<file path="config.mk">
export PLATFORM = sky130hd
export DESIGN_NAME = timer_counter_multi
export DESIGN_NICKNAME = d
export VERILOG_FILES = /design/src/rtl/timer_pkg.sv /design/src/rtl/timer_channel.sv /design/src/rtl/timer_counter_multi.sv
export SDC_FILE = /design/constraint.sdc
export NUM_CORES = 1
export LEC_CHECK = 0
export CAP_MARGIN = 30
export CORE_ASPECT_RATIO = 0.5
export CORE_MARGIN = 4
export CORE_UTILIZATION = 35
export DETAILED_ROUTE_END_ITERATION = 10
export PLACE_DENSITY = 0.58
export SKIP_LAST_GASP = 1
export SLEW_MARGIN = 0
export SYNTH_ARGS = -nofsm -noshare
export SYNTH_HDL_FRONTEND = slang
export SYNTH_SLANG_ARGS = --single-unit
</file>
<file path="constraint.sdc">
create_clock -name pclk -period 2.9 [get_ports pclk]
set_input_delay 0.435 -clock pclk [delete_from_list [all_inputs] [get_ports pclk]]
set_output_delay 0.435 -clock pclk [all_outputs]
set_load 0.02 [all_outputs]
</file>
<file path="src/rtl/timer_pkg.sv">
`default_nettype none
// ---------------------------------------------------------------------------
// timer_pkg: register offsets, TCR/TSR bit positions and clock-select codes.
// Revision: 1.0
// ---------------------------------------------------------------------------
package timer_pkg;

  localparam logic [1:0] TCR_A  = 2'd0;
  localparam logic [1:0] TDR_A  = 2'd1;
  localparam logic [1:0] TCNT_A = 2'd2;
  localparam logic [1:0] TSR_A  = 2'd3;

  localparam int TCR_LOAD = 7;
  localparam int TCR_AR   = 6;
  localparam int TCR_DOWN = 5;
  localparam int TCR_EN   = 4;
  localparam int TCR_IE   = 2;

  localparam int TSR_OVF = 0;
  localparam int TSR_UDF = 1;

  typedef enum logic [1:0] {
    CLK_DIV2  = 2'd0,
    CLK_DIV4  = 2'd1,
    CLK_DIV8  = 2'd2,
    CLK_DIV16 = 2'd3
  } clksel_e;

endpackage
`default_nettype wire

</file>
<file path="src/rtl/timer_channel.sv">
`default_nettype none
// ---------------------------------------------------------------------------
// timer_channel: one up/down counter with its TCR, TDR and sticky TSR.
// Revision: 1.0
// ---------------------------------------------------------------------------
module timer_channel
  import timer_pkg::*;
#(
  parameter int WIDTH = 8
) (
  input  logic             pclk,
  input  logic             preset,
  input  logic [3:0]       tick,
  input  logic             wr_tcr,
  input  logic             wr_tdr,
  input  logic             wr_tsr,
  input  logic [WIDTH-1:0] wdata,
  output logic [7:0]       tcr,
  output logic [WIDTH-1:0] tdr,
  output logic [WIDTH-1:0] cnt,
  output logic             ovf,
  output logic             udf,
  output logic             ie
);

  logic             auto_rld;
  logic             down;
  logic             en;
  clksel_e          clksel;
  logic [WIDTH-1:0] cnt_next;
  logic             load;
  logic             count;
  logic             at_max;
  logic             at_min;
  logic             set_ovf;
  logic             set_udf;

  assign tcr     = {1'b0, auto_rld, down, en, 1'b0, ie, clksel};
  assign load    = wr_tcr & wdata[TCR_LOAD];
  assign count   = en & tick[clksel] & ~load;
  assign at_max  = (cnt == '1);
  assign at_min  = (cnt == '0);
  assign set_ovf = count & ~down & at_max;
  assign set_udf = count & down & at_min;

  always_comb begin
    cnt_next = cnt;
    if (load) begin
      cnt_next = tdr;
    end else if (count) begin
      if (down) begin
        cnt_next = at_min ? (auto_rld ? tdr : '1) : cnt - WIDTH'(1);
      end else begin
        cnt_next = at_max ? (auto_rld ? tdr : '0) : cnt + WIDTH'(1);
      end
    end
  end

  // A flag being set outranks a W1C of the same bit at the same edge.
  always_ff @(posedge pclk) begin
    if (preset) begin
      cnt      <= '0;
      tdr      <= '0;
      auto_rld <= 1'b0;
      down     <= 1'b0;
      en       <= 1'b0;
      ie       <= 1'b0;
      clksel   <= CLK_DIV2;
      ovf      <= 1'b0;
      udf      <= 1'b0;
    end else begin
      cnt <= cnt_next;
      if (wr_tcr) begin
        auto_rld <= wdata[TCR_AR];
        down     <= wdata[TCR_DOWN];
        en       <= wdata[TCR_EN];
        ie       <= wdata[TCR_IE];
        clksel   <= clksel_e'(wdata[1:0]);
      end
      if (wr_tdr) begin
        tdr <= wdata;
      end
      ovf <= (ovf & ~(wr_tsr & wdata[TSR_OVF])) | set_ovf;
      udf <= (udf & ~(wr_tsr & wdata[TSR_UDF])) | set_udf;
    end
  end

endmodule
`default_nettype wire

</file>
<file path="src/rtl/timer_counter_multi.sv">
`default_nettype none
// ---------------------------------------------------------------------------
// timer_counter_multi: APB-mapped multi-channel timer with shared prescaler.
// Revision: 1.0
// ---------------------------------------------------------------------------
module timer_counter_multi
  import timer_pkg::*;
#(
  parameter int WIDTH      = 8,
  parameter int CHANNELS   = 2,
  parameter int ADDR_WIDTH = 2 + ((CHANNELS > 1) ? $clog2(CHANNELS) : 1)
) (
  input  logic                  pclk,
  input  logic                  preset,
  input  logic                  psel,
  input  logic                  penable,
  input  logic                  pwrite,
  input  logic [ADDR_WIDTH-1:0] paddr,
  input  logic [WIDTH-1:0]      pwdata,
  output logic [WIDTH-1:0]      prdata,
  output logic                  pready,
  output logic                  pslverr,
  output logic [CHANNELS-1:0]   tmr_ovf,
  output logic [CHANNELS-1:0]   tmr_udf,
  output logic                  irq
);

  localparam int CW = ADDR_WIDTH - 2;

  logic [3:0]                          presc;
  logic [3:0]                          tick;
  logic                                access;
  logic [CW-1:0]                       ch;
  logic [1:0]                          rsel;
  logic                                ch_valid;
  logic                                err;
  logic                                wr_ok;
  logic [CHANNELS-1:0]                 ch_sel;
  logic [CHANNELS-1:0][7:0]            tcr_a;
  logic [CHANNELS-1:0][WIDTH-1:0]      tdr_a;
  logic [CHANNELS-1:0][WIDTH-1:0]      cnt_a;
  logic [CHANNELS-1:0]                 ie_a;

  // Free-running; channel enables never gate it, so tick phase survives pauses.
  always_ff @(posedge pclk) begin
    if (preset) begin
      presc <= '0;
    end else begin
      presc <= presc + 4'd1;
    end
  end

  assign tick = {&presc[3:0], &presc[2:0], &presc[1:0], presc[0]};

  assign access   = psel & penable;
  assign ch       = paddr[ADDR_WIDTH-1:2];
  assign rsel     = paddr[1:0];
  assign ch_valid = (int'(ch) < CHANNELS);
  assign err      = access & (~ch_valid | (pwrite & (rsel == TCNT_A)));
  assign wr_ok    = access & pwrite & ~err;
  assign pready   = access;
  assign pslverr  = err;

  always_comb begin
    ch_sel = '0;
    for (int i = 0; i < CHANNELS; i++) begin
      ch_sel[i] = (int'(ch) == i);
    end
  end

  generate
    for (genvar i = 0; i < CHANNELS; i++) begin : g_ch
      timer_channel #(
        .WIDTH(WIDTH)
      ) u_chan (
        .pclk   (pclk),
        .preset (preset),
        .tick   (tick),
        .wr_tcr (wr_ok & ch_sel[i] & (rsel == TCR_A)),
        .wr_tdr (wr_ok & ch_sel[i] & (rsel == TDR_A)),
        .wr_tsr (wr_ok & ch_sel[i] & (rsel == TSR_A)),
        .wdata  (pwdata),
        .tcr    (tcr_a[i]),
        .tdr    (tdr_a[i]),
        .cnt    (cnt_a[i]),
        .ovf    (tmr_ovf[i]),
        .udf    (tmr_udf[i]),
        .ie     (ie_a[i])
      );
    end
  endgenerate

  always_comb begin
    prdata = '0;
    if (access & ~pwrite & ~err) begin
      for (int i = 0; i < CHANNELS; i++) begin
        if (ch_sel[i]) begin
          case (rsel)
            TCR_A:   prdata = WIDTH'(tcr_a[i]);
            TDR_A:   prdata = tdr_a[i];
            TCNT_A:  prdata = cnt_a[i];
            default: prdata = WIDTH'({tmr_udf[i], tmr_ovf[i]});
          endcase
        end
      end
    end
  end

  assign irq = |((tmr_ovf | tmr_udf) & ie_a);

endmodule
`default_nettype wire

</file>
**Yosys cells after proc, flatten, opt, wreduce, memory -nomap -nowiden**

Cells that the tools add are included.

- Bits in registers: 52
- Input bits: 16
- Output and inout port bits: 15

- $add $sub $neg: 5
- Order comparisons: 2
- Eq/ne operators: 5
- Multiplexer cells: 22
- Bitwise operators: 54
- Reductions and logical operators: 9

Operators by type and width:

| cell | count |
|---|---|
| 8-bit 2-to-1 mux | 16 |
| 8-bit one-hot mux with 3 select lines | 2 |
| 1-bit AND | 37 |
| 8-bit by 1-bit adder with 8-bit output (second input constant) | 2 |
| 8-bit == test (second input constant) | 2 |
| 8-bit logical NOT | 2 |
| 8-bit by 1-bit subtractor with 8-bit output (second input constant) | 2 |
| 1-bit NOT | 11 |
| 2-bit by 3-bit < comparator with 1-bit output (second input constant) | 2 |
| 4-bit by 1-bit adder with 4-bit output (second input constant) | 1 |
| 1-bit binary-select mux with 2-bit select | 2 |
| 2-bit == test (second input constant) | 2 |
| 1-bit OR | 4 |
| 4-bit AND reduction | 1 |
| 2-bit nonzero test | 2 |
| 3-bit AND reduction | 1 |
| 2-bit AND | 1 |
| 2-bit by 1-bit == test with 1-bit output (second input constant) | 1 |
| 2-bit logical NOT | 1 |
| 1-bit 2-to-1 mux | 2 |
| 2-bit OR | 1 |
| 2-bit AND reduction | 1 |
| 2-bit OR reduction | 1 |

**Depth between registers and ports, before layout**

Gate-level depths: netlist of the first run.

- Depth after elaboration: 13
- Mapped depth: 10

**Cells and area by module**

Synthesis of the first run repeated with hierarchy kept, for this count alone.

- Cell total of the unflattened synthesis: 480
- Area total of the unflattened synthesis: 3972.6 µm²

Modules (own cells, without submodules):

| module | times used | cells each | area an instance (µm²) | seq. area each (µm²) |
|---|---|---|---|---|
| timer_channel | 2 | 196 | 1612.8 | 480.5 |
| timer_counter_multi | 1 | 88 | 747.0 | 80.1 |

**Worst setup path before layout of the first run**

No wires, ideal clock.

- Kind: input port to output port
- Start: input port paddr[1]
- End: output port prdata[3]
- Arrival time: 1877 ps
- Required time: 2465 ps
- Path slack: 588 ps
- Stages on the path: 5
- Path buffers: 2
- Path through: buf_4 nor2b_1 clkbuf_1 a22oi_1 a211oi_1

- Cells in the longest elaborated chain, start to end: 6

Ends and longest elaborated chain:

| element | line | RTL |
|---|---|---|
| from (decl) | timer_counter_multi.sv:18 | `input logic [ADDR_WIDTH-1:0] paddr,` |
| 2-bit == test | timer_counter_multi.sv:59, timer_counter_multi.sv:98 |  |
| 1-bit AND (2 in series) | timer_counter_multi.sv:59 | `assign err = access & (~ch_valid \| (pwrite & (rsel == TCNT_A)));` |
| 1-bit NOT | timer_counter_multi.sv:95 | `if (access & ~pwrite & ~err) begin` |
| 1-bit AND | timer_counter_multi.sv:95 |  |
| 8-bit 2-to-1 mux (*) | timer_counter_multi.sv:95 |  |
| to (decl) | timer_counter_multi.sv:20 | `output logic [WIDTH-1:0] prdata,` |

Every way passes the cells marked *; elsewhere a longest branch is shown, timed or not.

**Worst setup path in the final report of the first run**

- Start: input port paddr[1]
- End: output port prdata[0]

Same word-level chain as after synthesis.

==> flow_summary.toml, run 1 <==
[layout]
fin_nets = 510
antenna_cells = 0
synthToLayoutAreaGrowth_pct = 14.3
fillers = 1074
drive_gt1_share_pct = 9.86

[route]
drc = 0
routed-via-count = 3547
drtIter0Drc = 335
vias_per_cell = 5.66
drt-wirelength-per-cell_um = 17.3
routed.top_layer = "met4"
wl_mm = 10.8
wl_met1_mm = 5.50
ant_nets = 0
drt_pass1_iterations = 7
routed-wl-met2_mm = 4.76
dr_wl_met3_um = 517

[sta]
slew_viol_final = 0
max_freq_ghz = 0.357
fin_ws_ns = 0.0971
maxSlewHeadroom_pct = 57.5
finClkSkew_ns = 0.00403
rsz0062_at_grt = "yes"
worst_pin_slew_ns = 0.638
setup_violations = 0
hold_violations = 0
tns_ns = 0
fin_crit_sh_pct = 96.7
min_period_ns = 2.80

[global_route]
antenna_found_initial = 0
grt_max_degree = 32
grt_overflow_total = 0
grt_pass1_vias = 3341
gr-usage-all-layers_pct = 17.5
grt_pass1_wl_mm = 18.0

[synth]
synth_cells = 478
yosysWarnings = 0
syn_area_um2 = 3820
async_flop_share_pct = 0
syn_avg_cell_area_um2 = 8.00
synth_commonest_cells = "nor2_1 (58), dfxtp_1 (52), mux2i_1 (40), nand2_1 (38), a21oi_1 (28)"
yosysMostFrequentCell = "nor2_1"
ys.flop_type = "dfxtp_1"
synth-edff-count = 0
yosys.area.top_type_share_pct = 27.2
syn_nets = 502
synth.largest_area_cell = "dfxtp_1"
netlist_top_cells_area = "dfxtp_1 (27%), mux2i_1 (10%), nor2_1 (5.7%), nand2_1 (3.7%), a21oi_1 (3.7%)"
synth_seq_area_share_pct = 27.2
ys_types = 66
ys_ff_latch = 52

[cts]
clock_path_buffers = 2
cts_tree = "built"
htreeDepth = 2
clock_sinks = 52
clock_latency_ns = 0.29
cts_buffers = 5
cts-root-buf = "clkbuf_16"
post_cts_buffers = 0
clk_pin_slew_ns = 0.07

[worst_setup_path]
crit_type = "input port to primary output"
worst_setup_path_end_kind = "primary output"
path_cells = "clkdlybuf4s50_1 > buf_4 > mux4_2 > mux2i_1 > nor2_1 > clkdlybuf4s50_1"
critPathLaunchType = "input port"
cp-startpoint = "paddr[1]"
crit_required_ns = 2.47
crit_top_cell = "clkdlybuf4s50_1"
max_stage_delay_ns = 0.53
arrival_ns = 2.37
crit_slowest_cell = "clkdlybuf4s50_1"
crit_fanout = 10
rr_startpoint = "g_ch[0].u_chan.cnt[1]"

[place]
io_buffers = 30
globalplace.congestion = 0.814
dp_hpwl_mm = 7.86
place_ws_ns = -0.0732

[die]
num_rows = 26
dieHeight_um = 81.9
fp.coreArea_um2 = 10400
ios = 31
die_w_um = 156
start_util_pct = 36.7
die-area_um2 = 12800

[run_status]
run_status = "finished clean"

[flow_run]
drv_cap = 0

[power_and_ir_drop]
peakVddDrop_v = 0.000160
power_uw = 1480
p_leak_uw = 0.00161
power_density_nw_per_um2 = 339

[hold_path]
min_path_type = "flop to flop"
min-delay-start = "g_ch[0].u_chan.tdr[0]"
[power by group]
part	internal (uW)	leakage, uW	switching (uW)	total (uW)
registers	721	0.000420	9.55	731
logic	62.0	0.00111	79.5	141
clock network	341	0.0000766	266	607
[cell usage in the layout, fill, tap and decap left out, types with 3 or more instances in the layout]
cell / netlist / layout
nand4_1: 6 / 6
clkbuf_16: 0 / 5
o31ai_1: 3 / 3
xor2_1: 4 / 4
nand3b_1: 5 / 5
buf_4: 6 / 18
a211oi_1: 11 / 11
o211ai_1: 9 / 9
nor2b_1: 9 / 8
nand3_1: 17 / 17
o221ai_1: 4 / 4
clkdlybuf4s50_1: 0 / 26
a21o_1: 3 / 3
inv_1: 10 / 10
or3_1: 6 / 6
ha_1: 8 / 8
nand2b_1: 3 / 3
xnor2_1: 8 / 8
dlymetal6s2s_1: 0 / 3
nor3b_1: 3 / 3
a22oi_1: 4 / 4
and4_1: 3 / 3
mux4_2: 5 / 5
and3_1: 7 / 7
dfxtp_1: 52 / 52
nand2_1: 38 / 38
a31oi_1: 3 / 3
mux2_2: 3 / 3
o21ai_1: 5 / 5
a21oi_1: 28 / 28
and2_1: 5 / 5
a41oi_1: 3 / 3
mux2i_1: 40 / 40
o21ai_0: 16 / 16
nor3_1: 12 / 12
nor2_1: 58 / 58
a311oi_1: 3 / 3
[final cells by class]
cell class                 instances  area (um^2)  area share, %
inverter                          10         37.5          0.859
clock buffer                       6          139           3.18
sequential                        52         1040           23.8
clock inverter                     2         10.0          0.229
timing repair buffer              50          469           10.7
tap                              140          175           4.01
multi-input combinational        367         2500           57.1
[stage by stage]
step | cell area [um^2] | hold slack [ns] | cells | utilization [%]
global placement | 4210 | 0.466 | 619 | 40.4
global route | 4370 | 0.512 | 627 | 42.0
floorplan | 3820 | 0.436 | 478 | -
finish | 4370 | 0.486 | 627 | 42.0
detailed placement | 4210 | 0.477 | 619 | 40.4
CTS | 4360 | 0.487 | 627 | 41.9
[critical path, delay by kind of cell]
kind                   cells  cell delay, ns
multiplexers               2            0.66
AND/OR/NAND/NOR            1            0.05
buffers and inverters      3            1.21
[path summary, 6_finish.rpt]
| check | depth (start not counted) | end | slack [ns] |
|---|---|---|---|
| worst max-delay path | 6 | prdata[0] | 0.1 |
| worst min-delay path | 2 | g_ch[0].u_chan.cnt[0] | 0.49 |
| worst max register to register | 8 | g_ch[0].u_chan.cnt[2] | 0.55 |
| worst min register to register | 2 | g_ch[0].u_chan.cnt[0] | 0.49 |
[state kept, by name (all words and copies together), names as in the netlist]
register,flops
g_ch.u_chan.auto_rld,2
g_ch.u_chan.clksel,4
g_ch.u_chan.cnt,16
g_ch.u_chan.down,2
g_ch.u_chan.en,2
g_ch.u_chan.ie,2
g_ch.u_chan.ovf,2
g_ch.u_chan.tdr,16
g_ch.u_chan.udf,2
presc,4
[metal layers]
layer  global-route usage [%]  vias up
met3                     2.79        9
met5                        0        -
met4                     3.32        0
li1                         -     1761
met2                     27.0       86
met1                     25.8     1691
[cells by family after synthesis]
logic type	share of synthesized area (%)
mux	14.3
flops	27.2
buf+inv	7.53
fa+ha+maj	2.62
simple gates	24.4
compound gates	21.1
xor+xnor	2.75
[timing repair]
item / 4_1_cts / 5_1_grt
hold buffers: 0 / 0
setup endpoints to repair: 2 / 6
resized for setup: 1 / 4
hold endpoints to repair: 0 / 0
pin swaps: 0 / 0
cloned: 0 / 0
Power figures use the tool's default switching activity.
==> run 2: changes to the inputs <==
--- a/config.mk
+++ b/config.mk
@@ -10,9 +10,10 @@
 export CORE_MARGIN = 4
 export CORE_UTILIZATION = 35
 export DETAILED_ROUTE_END_ITERATION = 10
-export PLACE_DENSITY = 0.58
+export PLACE_DENSITY = 0.57
 export SKIP_LAST_GASP = 1
 export SLEW_MARGIN = 0
 export SYNTH_ARGS = -nofsm -noshare
 export SYNTH_HDL_FRONTEND = slang
+export SYNTH_HIERARCHICAL = 1
 export SYNTH_SLANG_ARGS = --single-unit
==> flow_summary.toml, run 2 <==
[die]
die_w_um = 159
die-area_um2 = 13200
num_rows = 27
ios = 31
start_util_pct = 36.0
dieHeight_um = 83.3
fp.coreArea_um2 = 11000

[cts]
cts_buffers = 5
clock_sinks = 52
cts_resized = 7
hold_buffers = 0
cts-root-buf = "clkbuf_16"
post_cts_buffers = 0
clock_path_buffers = 2
htreeDepth = 2
clk_pin_slew_ns = 0.07
clock_latency_ns = 0.30
cts_tree = "built"

[worst_setup_path]
crit_type = "input port to primary output"
critPathLaunchType = "input port"
crit_required_ns = 2.47
rr_worst_depth = 7
path_cells = "clkdlybuf4s50_1 > buf_4 > buf_4 > mux2_4 > a221o_1 > and3_1 > dlygate4sd2_1"
crit_slowest_cell = "clkdlybuf4s50_1"
rr_startpoint = "presc[0]"
worst_setup_path_end_kind = "primary output"
max_stage_delay_ns = 0.45
crit_top_cell = "buf_4"
rrSetupSlack_ns = 0.46
crit_fanout = 11
r2r-end = "g_ch[0].u_chan/cnt[5]"
arrival_ns = 2.31

[sta]
worst_pin_slew_ns = 0.614
slew_viol_final = 0
finClkSkew_ns = 0.00580
maxSlewHeadroom_pct = 59.0
min_period_ns = 2.74
fin_crit_sh_pct = 94.5
setup_violations = 0
whs_ns = 0.485
hold_violations = 0
rsz0062_at_grt = "no"
max_freq_ghz = 0.365

[route]
routed-via-count = 3594
drc = 0
drt_pass1_iterations = 5
drtIter0Drc = 290
ant_nets = 0
wl_mm = 11.2
vias_per_cell = 5.68
drt-wirelength-per-cell_um = 17.7

[hold_path]
hold_path_end = "presc[0]"
min-delay-start = "preset"
min_path_type = "input port to flop"
whs_path_depth = 2

[synth]
ys_types = 60
ys.flop_type = "dfxtp_1"
yosysWarnings = 6
syn_area_um2 = 3970
syn_avg_cell_area_um2 = 8.28
synth_seq_area_share_pct = 26.2
yosys.area.top_type_share_pct = 26.2
netlist_top_cells_area = "dfxtp_1 (26%), mux2i_1 (9.1%), nor2_1 (5.4%), a221o_1 (3.5%), and3_1 (3.3%)"
synth.largest_area_cell = "dfxtp_1"
synth_commonest_cells = "nor2_1 (57), dfxtp_1 (52), mux2i_1 (36), nand2_1 (25), clkbuf_1 (23)"
yosysMostFrequentCell = "nor2_1"
async_flop_share_pct = 0
synth_cells = 480
synth-edff-count = 0
ys_ff_latch = 52

[layout]
fillers = 1133
multiInputGateArea_um2 = 2620
most-common-layout-cells = "nor2_1 (57), dfxtp_1 (52), mux2i_1 (36), nand2_1 (25)"
reg_top3 = "g_ch.u_chan/cnt: 16 flops, g_ch.u_chan/tdr: 16 flops"
final_cells = 633
regArea_um2 = 1040
synthToLayoutAreaGrowth_pct = 12.4
fin_nets = 511
antenna_cells = 0
layout_commonest_cell = "nor2_1"
drive_gt1_share_pct = 11.1

[global_route]
grt_pass1_vias = 3421
gr-usage-all-layers_pct = 17.6
grt_overflow_total = 0
grt_pass1_wl_mm = 18.8
antenna_found_initial = 0
grt_max_degree = 43

[power_and_ir_drop]
power_uw = 1480
p_leak_uw = 0.00163
peakVddDrop_v = 0.000156
power_density_nw_per_um2 = 331

[flow_run]
drv_cap = 0

[run_status]
run_status = "finished clean"

[place]
io_buffers = 30
dp_cells = 625
globalplace.congestion = 0.870
dp_hpwl_mm = 7.91
## run 2: layout make-up
cell class | instances | share of cell area (%)
clock buffer | 8 | 3.28
sequential | 52 | 23.3
timing repair buffer | 49 | 9.75
multi-input combinational | 369 | 58.7
inverter | 10 | 0.841
tap | 145 | 4.06
## run 2: worst max-delay path by stage
| stage | start | cells past startpoint | end |
|---|---|---|---|
| finish | paddr[1] | 7 | prdata[2] |
| global route | paddr[1] | 7 | prdata[1] |
| CTS | paddr[1] | 7 | prdata[3] |
| detailed placement | paddr[1] | 6 | prdata[7] |
| global placement | paddr[1] | 6 | prdata[4] |
| floorplan | paddr[1] | 6 | prdata[1] |
## run 2: power by group
group          leakage, uW  switching (uW)  internal [uW]
combinational      0.00114            76.7           62.4
clock            0.0000712             264            345
sequential        0.000420            7.53            720
total              0.00163             348           1130
## run 2: critical path: cells and delay by family
kind	cells	cell delay [ns]
buffers and inverters	4	1.13
muxes	1	0.29
AOI/OAI and AO/OA	1	0.28
and+or+nand+nor	1	0.17
## run 2: cell families (layout without fill, tap and decap cells)
kind of cell             Yosys count  after routing  synth area share [%]
AO/OA/AOI/OAI                    107            107                  20.7
XOR/XNOR                          13             13                  2.87
adder cells (fa/ha/maj)            8              8                  2.52
buffers and inverters             61             67                  8.28
flip-flops                        52             52                  26.2
multiplexers                      48             48                  12.9
other                              2              4                 0.189
AND/OR/NAND/NOR                  189            189                  26.4
## run 2: stage by stage
stage          setup WS [ns]  util (%)  instance area, um^2  setup TNS, ns
5_1_grt               0.0763      40.4                 4460              0
3_3_place_gp          -0.180      39.0                 4310          -1.07
2_1_floorplan          0.674         -                 3980              0
6_report               0.159      40.4                 4460              0
4_1_cts               0.0116      40.3                 4450              0
3_5_place_dp          -0.198      39.0                 4310          -1.23
## run 2: layer usage
| layer | GRT usage (%) | share of wire (%) | vias to the layer above |
|---|---|---|---|
| li1 | - | - | 1782 |
| met1 | 26.8 | 51 | 1703 |
| met2 | 25.4 | 43 | 93 |
| met3 | 2.71 | 4.1 | 16 |
| met4 | 4.57 | 1.5 | 0 |
| met5 | 0 | 0 | - |
==> run 3: changes to the inputs <==
--- a/config.mk
+++ b/config.mk
@@ -8,12 +8,11 @@
 export CAP_MARGIN = 30
 export CORE_ASPECT_RATIO = 0.5
 export CORE_MARGIN = 4
-export CORE_UTILIZATION = 35
+export CORE_UTILIZATION = 49
 export DETAILED_ROUTE_END_ITERATION = 10
-export PLACE_DENSITY = 0.57
+export PLACE_DENSITY = 0.74
 export SKIP_LAST_GASP = 1
 export SLEW_MARGIN = 0
 export SYNTH_ARGS = -nofsm -noshare
 export SYNTH_HDL_FRONTEND = slang
-export SYNTH_HIERARCHICAL = 1
 export SYNTH_SLANG_ARGS = --single-unit
==> flow_summary.toml, run 3 (synthesized netlist as in run 1, its figures left out) <==
[run_status]
run_status = "finished clean"

[global_route]
grt_overflow_total = 0
grt_pass1_wl_mm = 17.4
grt_max_degree = 32
antenna_found_initial = 0
grt_pass1_vias = 3293
gr-usage-all-layers_pct = 22.6

[sta]
min_period_ns = 2.80
fin_ws_ns = 0.0999
setup_violations = 0
rsz0062_at_grt = "no"
max_freq_ghz = 0.357
hold_violations = 0
fin_crit_sh_pct = 96.6
whs_ns = 0.493
tns_ns = 0
maxSlewHeadroom_pct = 60.4
worst_pin_slew_ns = 0.594
finClkSkew_ns = 0.00290
slew_viol_final = 0

[worst_setup_path]
crit_required_ns = 2.47
rr_startpoint = "g_ch[1].u_chan.cnt[1]"
crit_slowest_cell = "clkdlybuf4s50_1"
rr_worst_depth = 8
crit_fanout = 18
crit_top_cell = "clkdlybuf4s50_1"
arrival_ns = 2.37
crit_type = "input port to primary output"
path_cells = "clkdlybuf4s50_1 > buf_12 > mux4_2 > mux2i_1 > nor2_1 > clkdlybuf4s50_1"
worst_setup_path_end_kind = "primary output"
critPathLaunchType = "input port"
r2r-end = "g_ch[1].u_chan.cnt[4]"
rrSetupSlack_ns = 0.52
max_stage_delay_ns = 0.53

[power_and_ir_drop]
power_uw = 1550
peakVddDrop_v = 0.000235
p_leak_uw = 0.00156
power_density_nw_per_um2 = 358

[place]
io_buffers = 30
globalplace.congestion = 0.873
dp_hpwl_mm = 7.40
dp_cells = 583
place_ws_ns = 0.0171

[cts]
cts-root-buf = "clkbuf_16"
clk_pin_slew_ns = 0.07
cts_tree = "built"
clock_latency_ns = 0.29
cts_buffers = 5
clock_sinks = 52
post_cts_buffers = 0
htreeDepth = 2
clock_path_buffers = 2

[route]
drtIter0Drc = 441
drt-wirelength-per-cell_um = 17.6
routed-via-count = 3603
wl_mm = 10.4
drt_pass1_iterations = 5
vias_per_cell = 6.10
ant_nets = 0
drc = 0

[die]
fp.coreArea_um2 = 7460
start_util_pct = 51.2
dieHeight_um = 70.5
num_rows = 22
ios = 31
die_w_um = 133
die-area_um2 = 9360

[layout]
synthToLayoutAreaGrowth_pct = 13.2
reg_top3 = "g_ch.u_chan.cnt: 16 flops, g_ch.u_chan.tdr: 16 flops"
final_cells = 591
layout_commonest_cell = "nor2_1"
fin_nets = 506
most-common-layout-cells = "nor2_1 (58), dfxtp_1 (52), mux2i_1 (40), nand2_1 (38)"
drive_gt1_share_pct = 9.11
antenna_cells = 0

[hold_path]
min-delay-start = "presc[0]"
min_path_type = "flop to flop"
hold_path_end = "presc[0]"
whs_path_depth = 1

[flow_run]
drv_cap = 0
[run 3: what timing repair did]
item                                    CTS  global route
endpoints found under the setup margin    0             2
resized for setup                         0             3
hold buffers                              0             0
[run 3: through the flow]
stage | cell area, um^2 | utilization [%]
floorplan | 3820 | -
global placement | 4150 | 55.6
detailed placement | 4150 | 55.6
CTS | 4320 | 57.8
global route | 4330 | 58.0
finish | 4330 | 58.0
[run 3: report_power, final]
part | switching, uW | leakage, uW | internal (uW)
registers | 10.2 | 0.000420 | 721
clock network | 272 | 0.0000798 | 406
logic | 76.5 | 0.00106 | 62.8
total | 359 | 0.00156 | 1190
[run 3: worst max path at each step]
stage | from | cells past startpoint | end
after floorplan | paddr[1] | 5 | prdata[3]
after global placement | paddr[1] | 6 | prdata[7]
after detailed placement | paddr[0] | 5 | prdata[7]
after CTS | paddr[1] | 6 | prdata[7]
after global routing | paddr[1] | 6 | prdata[0]
final | paddr[1] | 6 | prdata[0]
[run 3: worst max-delay path, delay by kind of cell]
family / cells / cell delay, ns
AND/OR/NAND/NOR: 1 / 0.06
buffers and inverters: 3 / 1.21
multiplexers: 2 / 0.66
[run 3: layout make-up]
type | count | area [um^2]
tap | 108 | 135
clock inverter | 3 | 42.5
inverter | 10 | 37.5
timing repair buffer | 46 | 443
sequential | 52 | 1040
multi-input combinational | 367 | 2500
fill | 708 | 3130
clock buffer | 5 | 125
[run 3: metal layers]
metal,GRT usage (%),up-vias,wire length [um]
li1,-,1756,-
met1,33.0,1707,5030
met2,35.2,133,4640
met3,4.10,7,674
met4,3.92,0,59
met5,0,-,0
